File: src/rtl/mem_bus_arbiter.sv
// rtl/mem_bus_arbiter.sv - two-master round-robin arbiter onto a shared DM/IO bus
// One access in flight; timeout abort returns zero data and an error pulse.
module mem_bus_arbiter #(
    parameter int TIMEOUT_CYC = 15
) (
    input  logic        clk,
    input  logic        reset,

    input  logic        m0_req,
    input  logic        m0_we,
    input  logic [29:0] m0_addr,
    input  logic [3:0]  m0_be,
    input  logic [31:0] m0_wdata,
    output logic [31:0] m0_rdata,
    output logic        m0_ack,
    output logic        m0_err,
    output logic        m0_stall,

    input  logic        m1_req,
    input  logic        m1_we,
    input  logic [29:0] m1_addr,
    input  logic [3:0]  m1_be,
    input  logic [31:0] m1_wdata,
    output logic [31:0] m1_rdata,
    output logic        m1_ack,
    output logic        m1_err,

    output logic        s_en,
    output logic        s_we,
    output logic [29:0] s_addr,
    output logic [3:0]  s_be,
    output logic [31:0] s_wdata,
    input  logic [31:0] s_rdata,
    input  logic        s_ready
);

    localparam logic [1:0] ST_IDLE = 2'd0;
    localparam logic [1:0] ST_BUSY = 2'd1;
    localparam logic [1:0] ST_RESP = 2'd2;

    localparam logic [3:0] TIMEOUT_LIM = 4'(TIMEOUT_CYC);

    logic [1:0]  state;
    logic        gnt;        // 0 = m0, 1 = m1
    logic        last_gnt;
    logic [3:0]  cnt;

    logic        any_req;
    logic        win;
    logic [3:0]  cnt_inc;
    logic        busy;
    logic        done;
    logic        tmo;
    logic        finish;
    logic [31:0] cap_data;

    always_comb begin
        any_req  = m0_req | m1_req;
        // On conflict the master not granted last wins; otherwise the lone requester.
        win      = (m0_req & m1_req) ? ~last_gnt : m1_req;
        cnt_inc  = cnt + 4'd1;
        busy     = (state == ST_BUSY);
        done     = busy & s_ready;
        tmo      = busy & ~s_ready & (cnt_inc == TIMEOUT_LIM);
        finish   = done | tmo;
        cap_data = (done & ~s_we) ? s_rdata : 32'd0;
    end

    always_ff @(posedge clk or negedge reset) begin
        if (!reset) begin
            state    <= ST_IDLE;
            gnt      <= 1'b0;
            last_gnt <= 1'b1;
            cnt      <= 4'd0;
        end else begin
            case (state)
                ST_IDLE: begin
                    if (any_req) begin
                        gnt   <= win;
                        cnt   <= 4'd0;
                        state <= ST_BUSY;
                    end
                end
                ST_BUSY: begin
                    if (s_ready) begin
                        last_gnt <= gnt;
                        state    <= ST_RESP;
                    end else begin
                        // Counter saturates at the limit because BUSY is left on reaching it.
                        cnt <= cnt_inc;
                        if (tmo) begin
                            state <= ST_RESP;
                        end
                    end
                end
                ST_RESP: begin
                    state <= ST_IDLE;
                end
                default: begin
                    state <= ST_IDLE;
                end
            endcase
        end
    end

    always_ff @(posedge clk or negedge reset) begin
        if (!reset) begin
            s_en    <= 1'b0;
            s_we    <= 1'b0;
            s_addr  <= 30'd0;
            s_be    <= 4'd0;
            s_wdata <= 32'd0;
        end else if ((state == ST_IDLE) && any_req) begin
            s_en    <= 1'b1;
            s_we    <= win ? m1_we    : m0_we;
            s_addr  <= win ? m1_addr  : m0_addr;
            s_be    <= win ? m1_be    : m0_be;
            s_wdata <= win ? m1_wdata : m0_wdata;
        end else if (finish) begin
            // Address/data are left as-is; only enable and write strobe drop.
            s_en <= 1'b0;
            s_we <= 1'b0;
        end
    end

    always_ff @(posedge clk or negedge reset) begin
        if (!reset) begin
            m0_ack   <= 1'b0;
            m0_err   <= 1'b0;
            m0_rdata <= 32'd0;
            m1_ack   <= 1'b0;
            m1_err   <= 1'b0;
            m1_rdata <= 32'd0;
        end else begin
            m0_ack <= finish & ~gnt;
            m0_err <= tmo & ~gnt;
            m1_ack <= finish & gnt;
            m1_err <= tmo & gnt;
            if (finish & ~gnt) begin
                m0_rdata <= cap_data;
            end
            if (finish & gnt) begin
                m1_rdata <= cap_data;
            end
        end
    end

    assign m0_stall = m0_req & ~m0_ack;

endmodule

File: config.mk
export PLATFORM = sky130hd
export DESIGN_NAME = mem_bus_arbiter
export DESIGN_NICKNAME = d
export VERILOG_FILES = /design/src/rtl/mem_bus_arbiter.sv
export SDC_FILE = /design/constraint.sdc
export NUM_CORES = 1
export LEC_CHECK = 0
export ABC_CLOCK_PERIOD_IN_PS = 3400
export CORE_AREA = 3 3 125 127
export CTS_CLUSTER_DIAMETER = 30
export DETAILED_ROUTE_END_ITERATION = 6
export DIE_AREA = 0 0 128 130
export PLACE_DENSITY = 0.86
export SLEW_MARGIN = 15
export SYNTH_ARGS = -nofsm -noshare
export SYNTH_HDL_FRONTEND = slang
export SYNTH_SLANG_ARGS = --single-unit
File: constraint.sdc
create_clock -name clk -period 3.4 [get_ports clk]
set_clock_uncertainty 0.05 [all_clocks]
set_input_delay 0.68 -clock clk [delete_from_list [all_inputs] [get_ports clk]]
set_output_delay 0.68 -clock clk [all_outputs]
set_load 0.03 [all_outputs]
### Word-level counts from Yosys, hierarchy flattened

Cells that the tools add are included.
W data, S select, Z words.

| word-level totals | value |
|---|---|
| bits in registers | 144 |
| latch bits | 0 |
| RAM bits | 0 |
| memory bits (read-only) | 0 |
| logic and storage cells | 62 |
| memories | 0 |

| operators by class | value |
|---|---|
| add/subtract/negate cells | 1 |
| multiply operators | 0 |
| divide/modulo/power cells | 0 |
| magnitude comparators | 0 |
| equality and inequality tests | 5 |
| shift-type cells | 0 |
| multiplexer cells | 16 |
| bitwise logic cells | 17 |
| reduce and logical (&&, ||, !) cells | 8 |

Operators by type and width:

| cell | number |
|---|---|
| $mux W32 | 2 |
| $mux W30 | 1 |
| $mux W4 | 3 |
| $and A1 B1 Y1 | 10 |
| $pmux W4 S2 | 1 |
| $mux W2 | 3 |
| $reduce_and A2 Y1 | 3 |
| $mux W1 | 5 |
| $not A1 Y1 | 5 |
| $add A4 B1 Y4 const B | 1 |
| $eq A4 B4 Y1 const B | 1 |
| $ne A2 B2 Y1 const B | 2 |
| $pmux W2 S2 | 1 |
| $reduce_bool A2 Y1 | 2 |
| $ne A3 B2 Y1 const B | 1 |
| $reduce_and A3 Y1 | 1 |
| $eq A2 B1 Y1 const B | 1 |
| $logic_not A2 Y1 | 1 |
| $or A1 B1 Y1 | 2 |
| $logic_and A1 B1 Y1 | 1 |

### Longest topological paths before layout

Gate-level depths: netlist of the first run.

| depth | value |
|---|---|
| word-level depth | 6 |
| gate-level depth with buffers | 8 |

### Least setup slack after synthesis of the first run

OpenSTA, ideal clock, no wires.

| timing | value |
|---|---|
| path type | in2reg |
| start point | input m1_req |
| end point | register gnt |
| library setup time | 125 ps |
| data arrival time | 1755 ps |
| required time | 3225 ps |
| path slack | 1471 ps |
| stages on the path | 4 |
| path through | o21ai_1 -> clkbuf_1 -> buf_2 -> mux2_2 |

| between the ends | value |
|---|---|
| cells in the longest elaborated chain, start to end | 2 |
| elaborated cells on any way between the ends | 4 |
| classes of those cells | 1 x mux; 2 x bitwise; 1 x reduce/logical |

Ends and longest elaborated chain:

| what | line | RTL |
|---|---|---|
| start, declared | 19 | `input logic m1_req,` |
| $and A1 B1 Y1 / $or A1 B1 Y1 (equally long branches) | 60, 58 |  |
| $mux W1 / $reduce_and A2 Y1 (equally long branches) | - |  |
| end signal, assigned | 79 | `gnt <= win;` |
| end, declared | 44 | `logic gnt;` |

Several ways; a longest one is shown, not always the timed one.
A chain may end at the register's enable or synchronous reset.

### Worst setup path in the final report of the first run

| timing | value |
|---|---|
| start point | input m0_req |
| end point | output m0_stall |

| between the ends | value |
|---|---|
| cells in the longest elaborated chain, start to end | 1 |

Ends and longest elaborated chain:

| what | line | RTL |
|---|---|---|
| start, declared | 9 | `input logic m0_req,` |
| $and A1 B1 Y1 | 148 | `assign m0_stall = m0_req & ~m0_ack;` |
| end, declared | 17 | `output logic m0_stall,` |

No other way between the ends.

==> results of run 1 <==
## synth_stat cells
cell type / n / share of area [%]
sky130_fd_sc_hd__and3_1: 1 / 0.096
sky130_fd_sc_hd__dfrtp_1: 143 / 55
sky130_fd_sc_hd__nand3b_4: 1 / 0.31
sky130_fd_sc_hd__o22ai_1: 1 / 0.096
sky130_fd_sc_hd__o21ai_1: 1 / 0.077
sky130_fd_sc_hd__and2_1: 33 / 3.2
sky130_fd_sc_hd__a21boi_0: 1 / 0.12
sky130_fd_sc_hd__mux2_4: 58 / 13
sky130_fd_sc_hd__clkbuf_1: 17 / 0.98
sky130_fd_sc_hd__o21a_1: 1 / 0.12
sky130_fd_sc_hd__xor2_1: 1 / 0.13
sky130_fd_sc_hd__a22o_1: 1 / 0.13
sky130_fd_sc_hd__dfstp_2: 1 / 0.40
sky130_fd_sc_hd__mux2_2: 8 / 1.4
sky130_fd_sc_hd__buf_2: 5 / 0.38
sky130_fd_sc_hd__nand3_1: 4 / 0.31
sky130_fd_sc_hd__buf_4: 3 / 0.35
sky130_fd_sc_hd__a21oi_2: 2 / 0.27
sky130_fd_sc_hd__buf_1: 2 / 0.12
sky130_fd_sc_hd__nand3_4: 1 / 0.27
sky130_fd_sc_hd__inv_1: 4 / 0.23
sky130_fd_sc_hd__and2b_2: 2 / 0.27
sky130_fd_sc_hd__and4b_1: 1 / 0.15
sky130_fd_sc_hd__o21ai_4: 1 / 0.25
sky130_fd_sc_hd__nand2_1: 71 / 4.1
sky130_fd_sc_hd__nor2b_1: 4 / 0.38
sky130_fd_sc_hd__ha_1: 2 / 0.38
sky130_fd_sc_hd__mux2i_1: 67 / 10
sky130_fd_sc_hd__o21ai_0: 72 / 5.5
sky130_fd_sc_hd__nand2b_1: 1 / 0.096
sky130_fd_sc_hd__buf_6: 6 / 1.0
sky130_fd_sc_hd__nor3b_1: 2 / 0.23
sky130_fd_sc_hd__nor2_1: 2 / 0.12
## flip-flops by register name (all words and copies together), names as in the netlist
signal,cells
m0_err,1
last_gnt,1
s_addr,30
s_we,1
state,2
m1_err,1
s_en,1
m1_rdata,32
m0_rdata,32
s_wdata,32
m0_ack,1
s_be,4
gnt,1
cnt,4
m1_ack,1
## worst reg2reg max path: stages (launching register included)
cell	delay, ps
sky130_fd_sc_hd__dfrtp_1	430
sky130_fd_sc_hd__ha_1	250
sky130_fd_sc_hd__and2b_2	250
sky130_fd_sc_hd__a21oi_2	90
sky130_fd_sc_hd__o21ai_4	230
sky130_fd_sc_hd__nand3b_4	540
sky130_fd_sc_hd__mux2_4	530
## kinds of logic (layout without fill, tap and decap cells)
kind of cell,count (synthesis),after routing,share of synthesized area (%)
multiplexers,133,133,25.0
adder cells (fa/ha/maj),2,2,0.384
flip-flops,144,144,55.3
XOR/XNOR,1,1,0.134
AND/OR/NAND/NOR,123,123,9.48
AO/OA/AOI/OAI,80,80,6.58
buffers and inverters,37,351,3.09
## stage by stage
step                      instance area, um2  total power, uW  cells
after floorplan                         6520             5720    520
after global placement                  9770             7700    986
after detailed placement                9770             7850    986
after CTS                              10300             9670   1018
after global routing                   10300            10100   1018
final                                  10300             9580   1018
## per-layer routing
layer	global-route usage (%)	vias to the layer above	wire length, um
met5	0	-	0
met4	7.55	0	359
met3	6.22	27	1350
met2	36.9	222	9090
met1	25.1	2434	6800
li1	-	2387	-
## path summary, 6_finish.rpt
path	slack (ps)	endpoint	cells after the start	start
max	510	m0_stall	3	m0_req
min	220	m1_rdata[30]	1	reset
max reg2reg	920	m0_rdata[14]	6	cnt[0]
min reg2reg	420	s_be[0]	2	s_be[0]
max in group asynchronous	2260	s_addr[11]	2	reset
min in group clk	420	s_be[0]	2	s_be[0]
## power by group
| part | switching, uW | internal, uW | total [uW] |
|---|---|---|---|
| combinational | 2690 | 2180 | 4860 |
| clock | 702 | 1080 | 1780 |
| sequential | 460 | 2470 | 2930 |
## layout make-up
| cell class | count | area share (%) |
|---|---|---|
| clock buffers | 19 | 4.19 |
| clock inverters | 13 | 1.32 |
| inverters | 4 | 0.145 |
| multi-input cells | 339 | 26.5 |
| flip-flops and latches | 144 | 34.9 |
| well taps | 184 | 2.23 |
| repair buffers | 315 | 30.8 |
==> metrics.cfg, run 1 <==
[sta]
grt_setup_unrepaired=no
tightestPinTransition_ps=686
min_period_over_period_pct=85.1
crit_path_setup_slack_layout_ps=508
final.setup.tns_ps=0
final_hold_viol_count=0
final_number_of_max_transition_violations=0
max_freq_ghz=0.346
maxSlewHeadroom_pct=54.3
whs_ps=218
final.min_clock_period_ps=2890
setup-violations-final=0

[route]
vias=5070
ant_nets=0
route.detailed.wl_per_inst_um=17.3
drt-total-wl_mm=17.6
drt_iter0_drc=188
drc_errors=0
vias_per_cell=4.98
first_pass_iters=5

[job]
cap_viol_max_count=0

[logic_synthesis]
synthDistinctLibCells=33
post_synthesis_cell_area_mm2=0.00652
yosysSeqAreaShare_pct=55.3
postSynthCellCount=520
yosysWarnings=0
postSynthAreaPerCell_um2=12.5
synthesized_net_count=693
synth_seq_cells=144

[grt]
grt-ovfl-total=0
global_route_wire_length_before_repair_mm=27.8
antenna_found_initial=0
first_global_vias=5368
grt_start_max_net_pins=139
groute.usage.overall_pct=21.2

[clock_tree]
tritoncts.num_buffers=17
clkSinkCount=144
clkSlewWorstSetupHoldPaths_ps=60
postCtsHoldBufs=0
cts.path.max_buffers=2
cts_tree=built
cts_setup_buffers=0
clkLatencyLatePin_ps=410
root_buffer=sky130_fd_sc_hd__clkbuf_16
post_cts_resize_count=0
htreeDepth=4

[floorplanning]
top_level_ports=308
placeableCoreArea_mm2=0.0145
die_y_um=130
starting_density_of_the_core_pct=44.9
overall_die_width_um=128
die_area_mm2=0.0166
rows=44

[worst_setup_path]
cpMostUsedCell=sky130_fd_sc_hd__clkdlybuf4s50_1
path_delay_family=buffers and inverters
slowest_delay_ps=670
crit_fanout=3
cp_cell_sequence=clkdlybuf4s50_1 > nor2b_1 > clkdlybuf4s50_1
startpoint_type=input pin
critical_path.slowest_cell=sky130_fd_sc_hd__clkdlybuf4s50_1
critical_path_required_ps=2670
crit_buf_inv=2
worstSetupPathType=input pin to primary output
arrival_time_of_the_worst_setup_path_ps=2160
critical_path.endpoint_type=primary output

[layout]
final_layout_size_suffix_gt1_share_pct=13.8
final_cell_mix=sky130_fd_sc_hd__clkdlybuf4s50_1, sky130_fd_sc_hd__dfrtp_1, sky130_fd_sc_hd__o21ai_0
layout.nets=994
layout.cells.most_common=sky130_fd_sc_hd__clkdlybuf4s50_1
antennaDiodeCount=0
fillers=973
layout-area-overhead-vs-synth_pct=58.6
post-route-util_pct=71.1
multi_input_comb_area_mm2=0.00274
ff_latch_area_mm2=0.00360

[placement]
io_buffers=307
placement.setup.worst_slack_ps=521
finalWeightedCongestion=0.859
hpwl_mm=13.3

[power]
vdd.ir_drop.worst_mv=0.464
power_per_cell_area_mw_per_mm2=926
p_leak_uw=0.00478

[hold_path]
hold_path_class=input pin to asynchronous set/reset pin

[status]
status=finished, final reports clean

Power figures use the tool's default switching activity.
==> run 2, diff against run 1 <==
--- a/config.mk
+++ b/config.mk
@@ -11,6 +11,7 @@
 export DETAILED_ROUTE_END_ITERATION = 6
 export DIE_AREA = 0 0 128 130
 export PLACE_DENSITY = 0.86
+export RECOVER_POWER = 100
 export SLEW_MARGIN = 15
 export SYNTH_ARGS = -nofsm -noshare
 export SYNTH_HDL_FRONTEND = slang
==> metrics.cfg, run 2 (synthesized netlist as in run 1, its figures left out) <==
[status]
status=finished with violations  ; was finished, final reports clean
violations=capacitance limit, slew limit

[clock_tree]
tritoncts.num_buffers=17  ; unchanged
htreeDepth=4  ; unchanged
clkSlewWorstSetupHoldPaths_ps=60  ; about the same
cts.path.max_buffers=2  ; unchanged
root_buffer=sky130_fd_sc_hd__clkbuf_16  ; unchanged
clkLatencyLatePin_ps=410  ; about the same
cts_setup_buffers=0  ; unchanged
clkSinkCount=144  ; unchanged
post_cts_resize_count=0  ; unchanged
postCtsHoldBufs=0  ; unchanged
cts_tree=built  ; unchanged

[grt]
grt-ovfl-total=0  ; unchanged
groute.usage.overall_pct=21.2  ; unchanged
grt_util_met1_pct=25.1  ; unchanged
global_route_wire_length_before_repair_mm=27.8  ; unchanged
met2_usage_pct=36.9  ; unchanged
grt_start_max_net_pins=139  ; unchanged
most_crowded_layer_gr=met2  ; unchanged
antenna_found_initial=0  ; unchanged
globalRouteMet3Util_pct=6.22  ; unchanged
first_global_vias=5368  ; unchanged

[power]
p_clk_share_pct=19.8  ; was 18.6%
net_switching_power_uw=3760  ; was 3850 uW
sequentialPowerShare_pct=32.1  ; was 30.6%
p_leak_uw=0.00490  ; was 0.00478 uW
power_switching_share_pct=41.9  ; was 40.2%
power_per_cell_area_mw_per_mm2=889  ; was 926 mW/mm2
share_comb_of_total_power_pct=48.1  ; was 50.8%
vdd.ir_drop.worst_mv=0.445  ; was 0.464 mV
cell_internal_pwr_uw=5210  ; was 5730 uW

[floorplanning]
starting_density_of_the_core_pct=44.9  ; unchanged
placeableCoreArea_mm2=0.0145  ; unchanged
die_y_um=130  ; unchanged
die_area_mm2=0.0166  ; unchanged
overall_die_width_um=128  ; unchanged
rows=44  ; unchanged
top_level_ports=308  ; unchanged

[worst_setup_path]
worstSetupPathType=input pin to primary output  ; unchanged
crit_buf_inv=2  ; unchanged
cpMostUsedCell=sky130_fd_sc_hd__dlygate4sd3_1  ; was sky130_fd_sc_hd__clkdlybuf4s50_1
critical_path.endpoint_type=primary output  ; unchanged
worst_setup_path_startpoint=m0_req  ; unchanged
cp_cell_sequence=dlygate4sd3_1 > nor2b_1 > dlygate4sd3_1  ; was clkdlybuf4s50_1 > nor2b_1 > clkdlybuf4s50_1
critical_path_required_ps=2670  ; about the same
arrival_time_of_the_worst_setup_path_ps=2280  ; was 2160 ps
startpoint_type=input pin  ; unchanged
crit_fanout=3  ; unchanged
path_delay_family=buffers and inverters  ; unchanged
timing.rr.start=cnt[0]  ; unchanged
slowest_delay_ps=740  ; was 670 ps
critical_path.slowest_cell=sky130_fd_sc_hd__dlygate4sd3_1  ; was sky130_fd_sc_hd__clkdlybuf4s50_1

[route]
first_pass_iters=4  ; was 5
vias=5085  ; was 5070
route.detailed.wl_per_inst_um=17.2  ; was 17.3 um
ant_nets=0  ; unchanged
drt_iter0_drc=150  ; was 188
drc_errors=0  ; unchanged
vias_per_cell=5.00  ; was 4.98
drt-total-wl_mm=17.5  ; was 17.6 mm

[layout]
ff_latch_area_mm2=0.00360  ; unchanged
final_layout_size_suffix_gt1_share_pct=6.59  ; was 13.8%
layout.cells.most_common=sky130_fd_sc_hd__clkdlybuf4s50_1  ; unchanged
multi_input_comb_area_mm2=0.00251  ; was 0.00274 mm2
layout.nets=994  ; unchanged
layout-area-overhead-vs-synth_pct=54.9  ; was 58.6%
largestRegisters=m0_rdata: 32 flops, m1_rdata: 32 flops, s_wdata: 32 flops  ; unchanged
antennaDiodeCount=0  ; unchanged
layout.cell_area.non_filler_mm2=0.0101  ; was 0.0103 mm2
fillers=1053  ; was 973
post-route-util_pct=69.5  ; was 71.1%
final-instance-count-excl-fill=1018  ; unchanged
final_cell_mix=sky130_fd_sc_hd__clkdlybuf4s50_1, sky130_fd_sc_hd__dfrtp_1, sky130_fd_sc_hd__dlygate4sd3_1  ; was sky130_fd_sc_hd__clkdlybuf4s50_1, sky130_fd_sc_hd__dfrtp_1, sky130_fd_sc_hd__o21ai_0

[placement]
post_dp_area_mm2=0.00977  ; unchanged
placement.setup.worst_slack_ps=521  ; unchanged
hpwl_mm=13.3  ; unchanged
dp_cells=986  ; unchanged
io_buffers=307  ; unchanged
finalWeightedCongestion=0.859  ; unchanged

[sta]
crit_path_setup_slack_layout_ps=388  ; was 508 ps
final_number_of_max_transition_violations=70  ; was 0
min_period_over_period_pct=88.6  ; was 85.1%
grt_setup_unrepaired=no  ; unchanged
final_hold_viol_count=0  ; unchanged
tightestPinTransition_ps=1740  ; was 686 ps
max_freq_ghz=0.332  ; was 0.346 GHz
maxSlewHeadroom_pct=-16.0  ; was 54.3%
setup-violations-final=0  ; unchanged
final.min_clock_period_ps=3010  ; was 2890 ps
final.setup.tns_ps=0  ; unchanged

[hold_path]
hold_start=s_be[0]
hold_path_class=register to register  ; was input pin to asynchronous set/reset pin

[job]
cap_viol_max_count=1  ; was 0

[run 2: cell count changes in the layout (fill, tap and decap cells not counted), sizes merged]
cell	before	now
clkbuf	19	21
clkdlybuf4s50	306	167
buf	9	7
dlygate4sd3	0	139
[run 2: path summary, 6_finish.rpt]
| check | cells after the start | slack (ps) | end |
|---|---|---|---|
| worst min register to register | 2 | 420 | s_be[0] |
| max in group asynchronous | 2 | 1460 | s_addr[11] |
| worst max-delay path | 3 | 390 | m0_stall |
| min in group asynchronous | 1 | 680 | m1_rdata[30] |
| worst min-delay path | 2 | 420 | s_be[0] |
| worst max register to register | 6 | 970 | m0_rdata[17] |
[run 2: final cells by class]
class	count	share of cell area (%)
clock buffer	19	4.29
clock inverter	13	1.35
inverter	4	0.149
multi-input combinational	339	24.9
sequential	144	35.7
tap	184	2.28
timing repair buffer	315	31.4
[run 2: worst min-delay path, stage by stage, from the launching register on]
cell and delay [ps]:
sky130_fd_sc_hd__dfrtp_1 330, sky130_fd_sc_hd__nand2_1 40, sky130_fd_sc_hd__o21ai_0 50
[run 2: per-layer routing]
metal  routed length (um)  share of wire (%)  up-vias
li1                     -                  -     2395
met1                 6700                 38     2445
met2                 9110                 52      218
met3                 1330                7.6       27
met4                  361                2.1        0
met5                    0                  0        -
[run 2: power by group through the flow]
stage                     combinational (uW)  clock, uW  sequential [uW]
after floorplan                         1420          0             4300
after global placement                  4800          0             2900
after detailed placement                4900          0             2950
after CTS                               4920       1820             2930
after global routing                    4610       1890             2970
final                                   4320       1780             2880
[run 2: per-stage QoR]
step	hold slack, ps	power [uW]
floorplan	334	5720
global placement	411	7700
detailed placement	419	7850
CTS	232	9670
global route	449	9470
finish	417	8980
==> run 3, diff against run 2 <==
--- a/config.mk
+++ b/config.mk
@@ -6,10 +6,10 @@
 export NUM_CORES = 1
 export LEC_CHECK = 0
 export ABC_CLOCK_PERIOD_IN_PS = 3400
-export CORE_AREA = 3 3 125 127
+export CORE_AREA = 2 2 124 126
 export CTS_CLUSTER_DIAMETER = 30
 export DETAILED_ROUTE_END_ITERATION = 6
-export DIE_AREA = 0 0 128 130
+export DIE_AREA = 0 0 126 128
 export PLACE_DENSITY = 0.86
 export RECOVER_POWER = 100
 export SLEW_MARGIN = 15
==> metrics.cfg, run 3 (synthesized netlist as in run 1, its figures left out) <==
[status]
status=finished with violations  ; unchanged
violations=capacitance limit, slew limit  ; unchanged

[power]
power_per_cell_area_mw_per_mm2=906  ; was 889 mW/mm2
total_power_uw=9300  ; was 8980 uW
vdd.ir_drop.worst_mv=0.417  ; was 0.445 mV
p_leak_uw=0.00500  ; was 0.00490 uW

[grt]
global_route_wire_length_before_repair_mm=27.7  ; was 27.8 mm
first_global_vias=5128  ; was 5368
grt-ovfl-total=0  ; unchanged
antenna_found_initial=0  ; unchanged
grt_start_max_net_pins=62  ; was 139
groute.usage.overall_pct=22.2  ; was 21.2%

[route]
drc_errors=0  ; unchanged
first_pass_iters=4  ; unchanged
vias=5023  ; was 5085
drt_iter0_drc=194  ; was 150
drt-total-wl_mm=17.8  ; was 17.5 mm
vias_per_cell=4.89  ; was 5.00
ant_nets=0  ; unchanged
route.detailed.wl_per_inst_um=17.4  ; was 17.2 um

[clock_tree]
tritoncts.num_buffers=17  ; unchanged
clkLatencyLatePin_ps=420  ; was 410 ps
cts_setup_buffers=0  ; unchanged
post_cts_resize_count=0  ; unchanged
htreeDepth=4  ; unchanged
clkSlewWorstSetupHoldPaths_ps=60  ; about the same
root_buffer=sky130_fd_sc_hd__clkbuf_16  ; unchanged
postCtsHoldBufs=0  ; unchanged
clkSinkCount=144  ; unchanged
cts.path.max_buffers=2  ; unchanged
cts_tree=built  ; unchanged

[worst_setup_path]
regToRegEndpoint=m0_rdata[29]  ; was m0_rdata[17]
startpoint_type=register  ; was input pin
critical_path.slowest_cell=sky130_fd_sc_hd__nand3b_2  ; was sky130_fd_sc_hd__dlygate4sd3_1
cp_cell_sequence=ha_1 > and2b_2 > a21oi_1 > o21ai_4 > nand3b_2 > mux2_1  ; was dlygate4sd3_1 > nor2b_1 > dlygate4sd3_1
endpoint=m0_rdata[29]  ; was m0_stall
critical_path.endpoint_type=register  ; was primary output
r2r_setup_slack_ps=400  ; was 970 ps
timing.rr.start=cnt[0]  ; unchanged
timing.reg2reg.worst_path_depth=6  ; unchanged
worst_setup_path_startpoint=cnt[0]  ; was m0_req
slowest_delay_ps=900  ; was 740 ps
crit_fanout=33  ; was 3
worstSetupPathType=register to register  ; was input pin to primary output
critical_path_required_ps=3640  ; was 2670 ps
arrival_time_of_the_worst_setup_path_ps=3250  ; was 2280 ps

[hold_path]
hold_path_class=register to register  ; unchanged

[sta]
setup-violations-final=0  ; unchanged
final_hold_viol_count=0  ; unchanged
max_freq_ghz=0.333  ; was 0.332 GHz
final.min_clock_period_ps=3000  ; was 3010 ps
final_number_of_max_transition_violations=59  ; was 70
grt_setup_unrepaired=no  ; unchanged
maxSlewHeadroom_pct=-2.95  ; was -16.0%
final.setup.tns_ps=0  ; unchanged
min_period_over_period_pct=88.3  ; was 88.6%
tightestPinTransition_ps=1540  ; was 1740 ps

[floorplanning]
placeableCoreArea_mm2=0.0149  ; was 0.0145 mm2
die_y_um=128  ; was 130 um
overall_die_width_um=126  ; was 128 um
starting_density_of_the_core_pct=43.9  ; was 44.9%
die_area_mm2=0.0161  ; was 0.0166 mm2
top_level_ports=308  ; unchanged
rows=45  ; was 44

[placement]
dp_cells=995  ; was 986
finalWeightedCongestion=0.771  ; was 0.859
hpwl_mm=13.1  ; was 13.3 mm
io_buffers=307  ; unchanged

[layout]
layout.cells.most_common=sky130_fd_sc_hd__clkdlybuf4s50_1  ; unchanged
layout-area-overhead-vs-synth_pct=57.6  ; was 54.9%
layout.nets=999  ; was 994
largestRegisters=m0_rdata: 32 flops, m1_rdata: 32 flops, s_wdata: 32 flops  ; unchanged
final-instance-count-excl-fill=1027  ; was 1018
final_layout_size_suffix_gt1_share_pct=10.1  ; was 6.59%
final_cell_mix=sky130_fd_sc_hd__clkdlybuf4s50_1, sky130_fd_sc_hd__dfrtp_1, sky130_fd_sc_hd__dlygate4sd3_1  ; unchanged
fillers=1102  ; was 1053
antennaDiodeCount=0  ; unchanged

[job]
cap_viol_max_count=2  ; was 1

-- run 3: cell count changes in the layout (fill, tap and decap cells not counted), sizes merged --
cell	before	now
clkinv	8	2
clkinvlp	1	3
bufinv	2	3
inv	6	7
clkbuf	21	25
buf	7	10
-- run 3: metal layers --
layer | up-vias | share of wire [%] | GRT usage, %
li1 | 2412 | - | -
met1 | 2364 | 41 | 27.5
met2 | 216 | 49 | 37.1
met3 | 31 | 7.3 | 6.34
met4 | 0 | 2.4 | 8.34
met5 | - | 0 | 0
-- run 3: worst min-delay path by stage --
stage / start / to / slack, ps / cells past startpoint
4_1_cts: reset / m0_rdata[22] / 190 / 1
5_1_grt: s_addr[16] / s_addr[16] / 440 / 2
3_3_place_gp: s_addr[27] / s_addr[27] / 410 / 2
3_5_place_dp: s_wdata[9] / s_wdata[9] / 420 / 2
6_report: s_wdata[20] / s_wdata[20] / 420 / 2
2_1_floorplan: reset / cnt[0] / 330 / 0
-- run 3: power by group --
part           switching [uW]  internal (uW)
Clock                     729           1200
Combinational            2680           1820
Sequential                409           2470
Total                    3820           5490
-- run 3: layout make-up --
class	count	area [um2]	share of cell area, %
Timing Repair Buffer	320	3220	31.3
Multi-Input combinational cell	339	2590	25.2
Clock inverter	11	153	1.49
Clock buffer	21	460	4.48
Inverter	4	15.0	0.146
Sequential cell	144	3600	35.1
Tap cell	188	235	2.29
-- run 3: worst max-delay path, delay by kind of cell, from the launching register on --
family,cells,cell delay [ps]
AND/OR/NAND/NOR,2,1140
multiplexers,1,670
flip-flops,1,440
AO/OA/AOI/OAI,2,320
adder cells (fa/ha/maj),1,250
-- run 3: metrics by stage --
stage                     util [%]  hold WS (ps)  setup slack, ps  area, um2
final                         69.1           423              399      10300
after global routing          69.1           444              239      10300
after CTS                     70.2           192              545      10400
after detailed placement      66.1           419              534       9820
after global placement        66.1           410              564       9820
after floorplan                  -           334             1470       6520
